### src/rtl/cdm8_seq_ctrl.sv
// Sequencing controller: drives one shared 8x4 partial-product unit twice
// (low nibble, then high nibble) and accumulates a 16-bit 8x8 product.
module cdm8_seq_ctrl #(
    parameter logic LOW_SEL  = 1'b1,
    parameter logic HIGH_SEL = 1'b0
) (
    input  logic        clk,
    input  logic        rst,
    input  logic        in_valid,
    output logic        in_ready,
    input  logic [7:0]  in_a,
    input  logic [7:0]  in_b,
    output logic [7:0]  pp_a,
    output logic [3:0]  pp_b,
    output logic        pp_sel,
    input  logic [11:0] pp_r,
    output logic        out_valid,
    input  logic        out_ready,
    output logic [15:0] out_r,
    output logic [15:0] op_count
);

    typedef enum logic [1:0] {IDLE, LOW, HIGH, DONE} state_t;

    state_t      state, state_nxt;
    logic [7:0]  a_reg, b_reg;
    logic [15:0] acc;
    logic        accept;

    // DONE can hand off the product and take new operands on the same edge
    assign in_ready  = (state == IDLE) | ((state == DONE) & out_ready);
    assign accept    = in_valid & in_ready;
    assign out_valid = (state == DONE);
    assign out_r     = acc;

    always_comb begin
        state_nxt = state;
        pp_a      = '0;
        pp_b      = '0;
        pp_sel    = LOW_SEL;
        case (state)
            IDLE: begin
                if (accept) state_nxt = LOW;
            end
            LOW: begin
                pp_a   = a_reg;
                pp_b   = b_reg[3:0];
                pp_sel = LOW_SEL;
                // a zero high nibble contributes nothing, so skip that pass
                state_nxt = (b_reg[7:4] != 4'd0) ? HIGH : DONE;
            end
            HIGH: begin
                pp_a      = a_reg;
                pp_b      = b_reg[7:4];
                pp_sel    = HIGH_SEL;
                state_nxt = DONE;
            end
            DONE: begin
                if (accept)         state_nxt = LOW;
                else if (out_ready) state_nxt = IDLE;
            end
            default: state_nxt = IDLE;
        endcase
    end

    always_ff @(posedge clk) begin
        if (rst) begin
            state    <= IDLE;
            a_reg    <= '0;
            b_reg    <= '0;
            acc      <= '0;
            op_count <= '0;
        end else begin
            state <= state_nxt;
            if (accept) begin
                a_reg <= in_a;
                b_reg <= in_b;
            end
            if (state == LOW)
                acc <= {4'b0, pp_r};
            else if (state == HIGH)
                acc <= acc + {pp_r, 4'b0};
            if ((state == DONE) && out_ready)
                op_count <= op_count + 16'd1;
        end
    end

endmodule

### config.mk
export PLATFORM = sky130hd
export DESIGN_NAME = cdm8_seq_ctrl
export DESIGN_NICKNAME = d
export VERILOG_FILES = /design/src/rtl/cdm8_seq_ctrl.sv
export SDC_FILE = /design/constraint.sdc
export NUM_CORES = 1
export LEC_CHECK = 0
export ABC_AREA = 1
export CAP_MARGIN = 20
export CELL_PAD_IN_SITES_DETAIL_PLACEMENT = 0
export CELL_PAD_IN_SITES_GLOBAL_PLACEMENT = 2
export CORE_ASPECT_RATIO = 0.7
export CORE_MARGIN = 1
export CORE_UTILIZATION = 23
export DETAILED_ROUTE_END_ITERATION = 12
export PLACE_DENSITY = 0.84
export RECOVER_POWER = 50
export SLEW_MARGIN = 5
export SYNTH_ARGS = -nofsm -noshare
export SYNTH_HDL_FRONTEND = slang
export SYNTH_SLANG_ARGS = --single-unit
export TNS_END_PERCENT = 20
### constraint.sdc
create_clock -name clk -period 1.7 [get_ports clk]
set_clock_uncertainty 0.2 [all_clocks]
set_input_delay 0.17 -clock clk [delete_from_list [all_inputs] [get_ports clk]]
set_output_delay 0.17 -clock clk [all_outputs]
set_load 0.02 [all_outputs]
==> run_results.csv <==
group,metric,value,unit
routing,num_vias,3215,
critical_path,worstReg2RegStart,"state[0]$_SDFFE_PP0P_",
logic_synthesis,ys.flop_type,"dfxtp_1",
floorplan,core,12400,sq um
floorplan,die_area,13200,sq um
power_and_ir_drop,p_per_area,1360,nW/um^2
power_and_ir_drop,internal_power,3.77,mW
grt,grt_pass1_wl,15700,um
final_layout,antenna_cells,0,
grt,grt.total_usage,0.156,
clock_network,clk_latency,0.29,ns
critical_path,cp-start-kind,"flip-flop",
grt,overflow,0,
logic_synthesis,yosys_warnings,0,
placement,post-dp-hpwl,7310,um
placement,place_ws,-0.550,ns
sta,setup_viol,23,
critical_path,rrSetupSlack,-0.12,ns
routing,firstDrtPassIters,8,
logic_synthesis,netlist_top_cells_count,"nand2_1, nor2_1, inv_1",
clock_network,cts_buffer_depth,2,
grt,antenna_found_initial,0,
clock_network,cts.reportedPaths.clkPinSlew,0.07,ns
grt,grt_max_degree,31,
sta,post-route-min-period,1.86,ns
sta,slew_headroom,0.811,
outcome,status,"complete, but fails checks",
logic_synthesis,ys_ff_latch,50,
power_and_ir_drop,netSwitchingPower,2.72,mW
final_layout,area_delta_synth_final,63.5,%
final_layout,seq_area,1010,sq um
sta,rsz0062_at_grt,"true",
final_layout,nets,639,
critical_path,cp.arrival,1.49,ns
logic_synthesis,synth_edf_count,0,
final_layout,drive_above_1_share,0.286,
routing,wl_per_cell,13.2,um
logic_synthesis,synth_top_cell_by_area,"dfxtp_1",
final_layout,nFillCells,1344,
hold_path,min_from,"pp_r[3]",
logic_synthesis,netlist_area,2930,sq um
logic_synthesis,yosysUniqueCellTypes,32,
grt,grt_pass1_vias,3045,
sta,layout_setup_ws,-0.162,ns
placement,placed_cells,734,
sta,drv_slew,0,
power_and_ir_drop,p_leak,2.28,nW
routing,dr.first_iter.drc_count,165,
final_layout,final_cells,752,
logic_synthesis,synth_top_area_frac,0.342,
power_and_ir_drop,combPwrFrac,0.579,
hold_path,min_to,"out_r[3]$_SDFFE_PP0P_",
clock_network,clock-sinks,50,
placement,gp_congestion,0.810,
logic_synthesis,synth.avg_cell_area,6.53,sq um
logic_synthesis,synth_area_leaders,"dfxtp_1, nand2_1, nor2_1",
clock_network,clockRootBuffer,"clkbuf_16",
critical_path,critical_path_class,"reg2out",
floorplan,io_pins,79,
logic_synthesis,seq_area_frac_synth,0.342,
critical_path,r2r_cells,11,
sta,fin_setup_tns,-1.61,ns
logic_synthesis,post-synth-top-count-cell,"nand2_1",
critical_path,critPathRequiredTime,1.33,ns
clock_network,numCtsBuffers,5,
clock_network,cts_max_level,2,
critical_path,path_max_fanout,6,
logic_synthesis,synthesis.nets,498,
logic_synthesis,syn_inst,448,
sta,tightest_slew,0.282,ns
floorplan,dieWidth,137,um
clock_network,cts_tree,"done",
routing,drcViolationCount,1,
power_and_ir_drop,ir_drop,0.713,mV
power_and_ir_drop,pwr-share-seq,0.257,
clock_network,hold_buffers,0,
power_and_ir_drop,power.clock.fraction,0.164,
run,maxCapViolations,0,
routing,via_per_inst,4.28,
critical_path,critPathCaptureType,"output port",
floorplan,dieHeight,96.4,um
floorplan,rows,34,
outcome,violations,"DRC, setup timing",
hold_path,hp-class,"in2reg",
routing,drt-total-wl,9960,um
critical_path,regToRegEndpoint,"op_count[6]$_SDFFE_PP0P_",
floorplan,start_util,0.235,
power_and_ir_drop,p_sw_frac,0.419,
sta,final_hold_viol_count,0,
sta,post-route-period-util,1.10,
logic_synthesis,async_flop_share,0,
sta,fmax,537,MHz
hold_path,worstHoldPathCells,3,
routing,ant_nets,0,
sta,holdWs,0.0271,ns
placement,io_buffers,78,
final_layout,multiInputGateArea,1920,sq um
-- layout by cell type, fill, tap and decap left out, drive strengths merged, types with 23 or more instances in the layout --
master / n
nand2: 107
nor2: 82
buf: 76
inv: 64
dfxtp: 50
clkdlybuf4s50: 33
o21ai: 32
a21oi: 30
nand3: 28
clkbuf: 23
-- how the worst max path moves through the flow --
| stage | endpoint | slack (ns) | depth (start not counted) | from |
|---|---|---|---|---|
| floorplan | pp_b[0] | -0.10 | 5 | state[0]$_SDFFE_PP0P_ |
| global placement | out_r[12]$_SDFFE_PP0N_ | -0.52 | 14 | pp_r[0] |
| detailed placement | out_r[12]$_SDFFE_PP0N_ | -0.55 | 14 | pp_r[0] |
| CTS | pp_b[3] | -0.17 | 5 | state[0]$_SDFFE_PP0P_ |
| global route | pp_b[0] | -0.23 | 5 | state[1]$_SDFFE_PP0P_ |
| finish | pp_b[3] | -0.16 | 5 | state[0]$_SDFFE_PP0P_ |
-- logic make-up after synthesis --
family                   synth area share
AO/OA/AOI/OAI                       0.130
XOR/XNOR                          0.00898
adder cells (fa/ha/maj)            0.0796
flip-flops                          0.342
AND/OR/NAND/NOR                     0.336
buffers and inverters               0.103
-- layer usage --
metal,up-vias,global-route usage,part of all wire
li1,1701,-,-
met5,-,0,0
met1,1439,0.227,0.53
met3,5,0.0379,0.056
met2,70,0.237,0.41
met4,0,0.0192,0.0036
-- critical path, cell delays in order (launching register included) --
cell and delay (ns):
dfxtp_4 0.38, inv_4 0.05, ha_4 0.29, inv_1 0.13, a21oi_2 0.18, buf_4 0.17
-- per-stage QoR --
step	area [sq um]	power (mW)	util
global route	4780	7.02	0.385
finish	4780	6.49	0.385
detailed placement	4340	4.89	0.349
global placement	4340	4.88	0.349
floorplan	2950	3.38	-
CTS	4570	6.22	0.368
-- cell type report --
class                           count  area share
Multi-Input combinational cell    321       0.401
Timing Repair Buffer              147       0.263
Sequential cell                    50       0.211
Inverter                           64      0.0507
Tap cell                          162      0.0424
Clock buffer                        6      0.0290
Clock inverter                      2     0.00262
-- power by group through the flow --
stage / Clock (mW) / Sequential (mW) / Combinational, mW
after detailed placement: 0 / 1.65 / 3.24
after global routing: 1.15 / 1.70 / 4.16
after global placement: 0 / 1.64 / 3.24
after CTS: 1.11 / 1.65 / 3.47
final: 1.06 / 1.67 / 3.76
after floorplan: 0 / 1.80 / 1.58
-- timing repair --
| action | in CTS | in global routing |
|---|---|---|
| pin swaps | 6 | 16 |
| gates resized for setup | 130 | 70 |
| setup buffers | 2 | 7 |
| gates cloned | 1 | 0 |
| setup endpoints to repair | 71 | 59 |
No activity file was read; power rests on OpenSTA's default activity.
